===== src/rtl/lsu_pkg.sv =====
// Shared types and helpers for the load/store unit: access sizes, FSM states,
// lane count and the natural-alignment check.
package lsu_pkg;

    localparam int unsigned LANES = 4;

    typedef enum logic [1:0] {
        SZ_BYTE = 2'b00,
        SZ_HALF = 2'b01,
        SZ_WORD = 2'b10
    } size_e;

    typedef enum logic [1:0] {
        IDLE,
        ACCESS,
        RESP
    } state_e;

    // Size 2'b11 is not a legal encoding and is always rejected.
    function automatic logic is_misaligned(input logic [1:0] size, input logic [1:0] offset);
        case (size)
            SZ_BYTE: return 1'b0;
            SZ_HALF: return offset[0];
            SZ_WORD: return offset != 2'b00;
            default: return 1'b1;
        endcase
    endfunction

endpackage


===== src/rtl/lsu_lane_align.sv =====
// Combinational lane steering between 32-bit register values and four
// big-endian byte lanes (lane 0 = bits 31:24).
module lsu_lane_align
    import lsu_pkg::*;
(
    input  logic [1:0]             size,
    input  logic [1:0]             offset,
    input  logic                   sign_ext,
    input  logic [31:0]            wdata,
    input  logic [0:LANES-1][7:0]  rd_lanes,
    output logic [LANES-1:0]       be,
    output logic [0:LANES-1][7:0]  wr_lanes,
    output logic [31:0]            rdata
);

    logic [7:0]  rd_byte;
    logic [15:0] rd_half;

    // offset + 1 wraps for offset 3, but halves are only used when aligned.
    assign rd_byte = rd_lanes[offset];
    assign rd_half = {rd_lanes[offset], rd_lanes[offset + 2'd1]};

    always_comb begin
        be       = '0;
        wr_lanes = '0;
        rdata    = '0;
        case (size)
            SZ_BYTE: begin
                be[offset] = 1'b1;
                wr_lanes   = {4{wdata[7:0]}};
                rdata      = {{24{sign_ext & rd_byte[7]}}, rd_byte};
            end
            SZ_HALF: begin
                be[offset]        = 1'b1;
                be[offset + 2'd1] = 1'b1;
                wr_lanes          = {2{wdata[15:0]}};
                rdata             = {{16{sign_ext & rd_half[15]}}, rd_half};
            end
            SZ_WORD: begin
                be       = '1;
                wr_lanes = wdata;
                rdata    = rd_lanes;
            end
            default: ;
        endcase
    end

endmodule


===== src/rtl/load_store_unit.sv =====
// Load/store unit: alignment check, lane packing and req/ack handshake with a
// variable-latency byte-laned memory. Define LSU_TIMEOUT_EN for an ACCESS timeout.
module load_store_unit
    import lsu_pkg::*;
#(
    parameter int unsigned XLEN = 32
`ifdef LSU_TIMEOUT_EN
    ,
    parameter int unsigned TIMEOUT_CYCLES = 255
`endif
) (
    input  logic                   clk,
    input  logic                   rst_b,
    input  logic                   req_valid,
    output logic                   req_ready,
    input  logic                   req_we,
    input  logic [1:0]             req_size,
    input  logic                   req_signed,
    input  logic [XLEN-1:0]        req_addr,
    input  logic [XLEN-1:0]        req_wdata,
    output logic                   resp_valid,
    output logic [XLEN-1:0]        resp_rdata,
    output logic                   resp_err,
    output logic                   busy,
    output logic                   mem_req,
    output logic                   mem_we,
    output logic [XLEN-1:0]        mem_addr,
    output logic [LANES-1:0]       mem_be,
    output logic [0:LANES-1][7:0]  mem_data_in,
    input  logic [0:LANES-1][7:0]  mem_data_out,
    input  logic                   mem_ack
);

    state_e            state_q, state_d;
    logic [XLEN-1:0]   addr_q, wdata_q, rdata_q;
    logic [1:0]        size_q;
    logic              sign_q, we_q, err_q;

    logic              accept, req_bad, in_access, timeout;
    logic [LANES-1:0]  be_w;
    logic [0:LANES-1][7:0] wr_lanes_w;
    logic [XLEN-1:0]   load_w;

    assign accept    = req_valid && (state_q == IDLE);
    assign req_bad   = is_misaligned(req_size, req_addr[1:0]);
    assign in_access = (state_q == ACCESS);

`ifdef LSU_TIMEOUT_EN
    localparam int unsigned CntW = ($clog2(TIMEOUT_CYCLES + 1) > 8) ?
                                   $clog2(TIMEOUT_CYCLES + 1) : 8;
    logic [CntW-1:0] cnt_q;

    // Terminal cycle is the TIMEOUT_CYCLES-th ACCESS cycle; an ack there still wins.
    assign timeout = in_access && !mem_ack && (cnt_q == CntW'(TIMEOUT_CYCLES - 1));

    always_ff @(posedge clk) begin
        if (!rst_b) begin
            cnt_q <= '0;
        end else if (accept) begin
            cnt_q <= '0;
        end else if (in_access && !mem_ack) begin
            cnt_q <= cnt_q + 1'b1;
        end
    end
`else
    assign timeout = 1'b0;
`endif

    lsu_lane_align u_lane_align (
        .size     (size_q),
        .offset   (addr_q[1:0]),
        .sign_ext (sign_q),
        .wdata    (wdata_q),
        .rd_lanes (mem_data_out),
        .be       (be_w),
        .wr_lanes (wr_lanes_w),
        .rdata    (load_w)
    );

    always_comb begin
        state_d = state_q;
        unique case (state_q)
            IDLE:    if (accept) state_d = req_bad ? RESP : ACCESS;
            ACCESS:  if (mem_ack || timeout) state_d = RESP;
            RESP:    state_d = IDLE;
            default: state_d = IDLE;
        endcase
    end

    always_ff @(posedge clk) begin
        if (!rst_b) begin
            state_q <= IDLE;
        end else begin
            state_q <= state_d;
        end
    end

    always_ff @(posedge clk) begin
        if (!rst_b) begin
            addr_q  <= '0;
            wdata_q <= '0;
            size_q  <= '0;
            sign_q  <= 1'b0;
            we_q    <= 1'b0;
            rdata_q <= '0;
            err_q   <= 1'b0;
        end else begin
            if (accept) begin
                addr_q  <= req_addr;
                wdata_q <= req_wdata;
                size_q  <= req_size;
                sign_q  <= req_signed;
                we_q    <= req_we;
                if (req_bad) begin
                    err_q   <= 1'b1;
                    rdata_q <= '0;
                end
            end
            if (in_access && mem_ack) begin
                err_q   <= 1'b0;
                rdata_q <= we_q ? '0 : load_w;
            end else if (timeout) begin
                err_q   <= 1'b1;
                rdata_q <= '0;
            end
        end
    end

    // Memory-side outputs are forced to zero outside ACCESS.
    assign req_ready   = (state_q == IDLE);
    assign busy        = (state_q != IDLE);
    assign resp_valid  = (state_q == RESP);
    assign resp_rdata  = rdata_q;
    assign resp_err    = err_q;
    assign mem_req     = in_access;
    assign mem_we      = in_access && we_q;
    assign mem_addr    = in_access ? {addr_q[XLEN-1:2], 2'b00} : '0;
    assign mem_be      = in_access ? be_w : '0;
    assign mem_data_in = in_access ? wr_lanes_w : '0;

endmodule


===== config.mk =====
export PLATFORM = sky130hd
export DESIGN_NAME = load_store_unit
export DESIGN_NICKNAME = d
export VERILOG_FILES = /design/src/rtl/lsu_pkg.sv /design/src/rtl/lsu_lane_align.sv /design/src/rtl/load_store_unit.sv
export SDC_FILE = /design/constraint.sdc
export NUM_CORES = 1
export LEC_CHECK = 0
export ABC_AREA = 1
export ABC_CLOCK_PERIOD_IN_PS = 2560
export BUFFER_PORTS_ARGS = -buffer_cell sky130_fd_sc_hd__buf_2
export CAP_MARGIN = 30
export CORE_MARGIN = 1.5
export CORE_UTILIZATION = 40
export CTS_CLUSTER_SIZE = 40
export DETAILED_ROUTE_END_ITERATION = 16
export PLACE_DENSITY = 0.71
export SYNTH_ARGS = -nofsm -noshare
export SYNTH_HDL_FRONTEND = slang
export SYNTH_SLANG_ARGS = --single-unit

===== constraint.sdc =====
create_clock -name clk -period 2.56 [get_ports clk]
set_clock_uncertainty 0.1 [all_clocks]
set_input_delay 0.512 -clock clk [delete_from_list [all_inputs] [get_ports clk]]
set_output_delay 0.512 -clock clk [all_outputs]
set_load 0.01 [all_outputs]

==> flow_summary.yaml <==
route:
  ant_nets: 0
  routed_wl_mm: 16.5
  wl_per_cell_um: 13.5
  drt_pass1_iterations: 5
  avgViaCountPerCell: 4.83
  drt_iter0_markers: 436
  route.detailed.drc: 0
  vias: 5919
setup_path:
  cp_slowest_cell: "dfxtp_1"
  required_ps: 1950
  crit_type: "reg2out"
  crit_chain: "clkinv_4, ha_1, buf_4, a221oi_1, nor2_1, buf_2"
  cp_max_fo: 9
  crit_path_end_kind: "output port"
  start_kind: "flip-flop"
  path_buf_inv: 3
  crit_family: "flip-flops"
  max_stage_delay_ps: 400
  arrival_ps: 1840
floorplan:
  ios: 210
  fp.dieH_um: 119
  fp-row-count: 42
  die_w_um: 119
  die_area_um2: 14200
  coreArea_um2: 13200
  initial_core_util_pct: 40.9
grt:
  first_global_vias: 5360
  grt_max_degree: 80
  antenna_found_initial: 0
  grt_usage_pct: 23.7
  grt_pass1_wl_mm: 26.7
  globalRouteOverflowTotal: 0
sta:
  setup_violations: 0
  rsz0062_at_grt: "false"
  final.setup.tns_ps: 0
  worst_slew_pin_slew_ps: 587
  period_needed_ps: 2450
  hold_viol: 0
  clock.fmax_ghz: 0.408
  final-max-slew-violation-count: 0
  fin_ws_ps: 108
  finalCritPeriodShare_pct: 95.8
  relSlewSlack_pct: 60.6
placement:
  dp_hpwl_mm: 11.7
  pre_cts_slack_ps: 203
  routabilityCongestion: 0.895
  portBuffers: 207
yosys:
  synthCells: 864
  synth_ff_type: "dfxtp_1"
  synthArstFlopShare_pct: 0
  synth_area_um2: 5410
  syn_area_per_cell_um2: 6.26
  synth_edf_count: 0
  ys_seq_elements: 103
  yosysSeqAreaShare_pct: 38.1
  yosysUniqueCellTypes: 29
  ys_warn_count: 0
power_and_ir_drop:
  power_frac_comb_pct: 22.1
  power.density_nw_per_um2: 589
  power.switching_mw: 1.26
  p_int_mw: 2.79
  ir_worst_vdd_uv: 317
  leakage_nw: 3.52
  pwr-share-clk_pct: 34.1
  power_frac_seq_pct: 43.8
  switching_share_pct: 31.1
min_path:
  holdCritPathClass: "in2reg"
cts:
  clk_pin_slew_ps: 70
  clock-sinks: 103
  hold_buffers: 0
  clock-root-buffer: "clkbuf_16"
  cts_buffers: 9
  htreeDepth: 3
  cts_tree: "yes"
  clockBufferDepth: 2
  clk-insertion-delay-late_ps: 350
flow_run:
  maxCapViolations: 0
final_layout:
  final_nets: 1155
  drive_above_1_share_pct: 25.0
  final_common_cell: "nand2_1"
  n_antenna_cell: 0
  mostFrequentLayoutCells: "304 x nand2_1, 207 x buf_2, 102 x dfxtp_1"
  area_growth_pct: 27.3
run_status:
  status: "finished clean"
==> timing repair <==
| item | CTS | global route |
|---|---|---|
| resized for setup | 3 | 1 |
| setup buffers | 1 | 0 |
| gates cloned | 1 | 0 |
| setup endpoints to repair | 5 | 1 |
| endpoints found under the hold margin | 0 | 0 |
| pin swaps | 1 | 0 |
==> logic make-up after synthesis <==
group           share of synthesized area, %
fa+ha+maj                               1.39
compound gates                          16.0
buf+inv                                 10.1
simple gates                            34.4
flops                                   38.1
other cells                           0.0693
==> cell type report <==
type                       instances  area (um^2)
inverter                          69          265
multi-input combinational        637         2830
tap                              176          220
clock inverter                     7         71.3
timing repair buffer             225         1220
clock buffer                       9          225
fill                            1406         6350
sequential                       103         2060
==> worst reg2reg max path, stage by stage, from the launching register on <==
cell      delay (ps)
dfxtp_1          350
clkinv_4          60
buf_4            200
buf_4            280
nand2_1          100
nand3_2          120
nand4_1          360
nand2_1          180
nand2_1           80
a21oi_1          130
==> worst paths after layout <==
check | from | cells after the start | slack (ps) | endpoint
worst max register to register | addr_q[0]$_SDFFE_PN0P_ | 9 | 540 | resp_rdata[15]$_SDFFE_PN0P_
worst min-delay path | req_signed | 3 | 290 | sign_q$_SDFFE_PN0P_
worst min register to register | addr_q[6]$_SDFFE_PN0P_ | 2 | 350 | addr_q[6]$_SDFFE_PN0P_
worst max-delay path | addr_q[0]$_SDFFE_PN0P_ | 6 | 110 | mem_be[2]
==> sequential cells by signal, summed over array words and instances, names as in the netlist <==
signal and count:
resp_err 1, size_q 2, we_q 1, wdata_q 32, resp_rdata 32, sign_q 1
state_q 2, addr_q 32
==> Yosys cell counts (3+ instances only) <==
library cell	count	share of area, %
inv_1	61	4.2
nand3_1	46	4.3
inv_2	5	0.35
buf_1	5	0.35
buf_4	11	1.5
dfxtp_1	103	38
o21ai_0	65	6.0
nor2_1	97	6.7
nand2_2	3	0.35
buf_2	17	1.6
clkbuf_1	23	1.6
nand2_1	304	21
o21ai_1	3	0.28
ha_1	6	1.4
nor2_4	4	0.83
a21oi_1	94	8.7
==> layer usage <==
layer / wire, um / track usage (%)
met3: 1420 / 6.42
met1: 7040 / 29.7
met5: 0 / 0
met4: 386 / 9.30
met2: 7650 / 38.8
==> through the flow <==
stage	utilization, %	power [mW]	hold slack, ps	instances	area (um^2)
floorplan	-	2.40	330	865	5420
global placement	49.4	2.68	341	1207	6540
detailed placement	49.6	2.70	344	1208	6570
CTS	52.0	4.10	281	1226	6890
global route	52.1	4.30	299	1226	6890
finish	52.1	4.06	291	1226	6890
==> power by group through the flow <==
stage	sequential (mW)	combinational (mW)	clock (mW)
after global routing	1.79	1.02	1.49
after CTS	1.78	0.901	1.42
after global placement	1.81	0.876	0
final	1.78	0.897	1.38
after detailed placement	1.81	0.889	0
after floorplan	1.80	0.607	0
No activity file was read; power rests on OpenSTA's default activity.
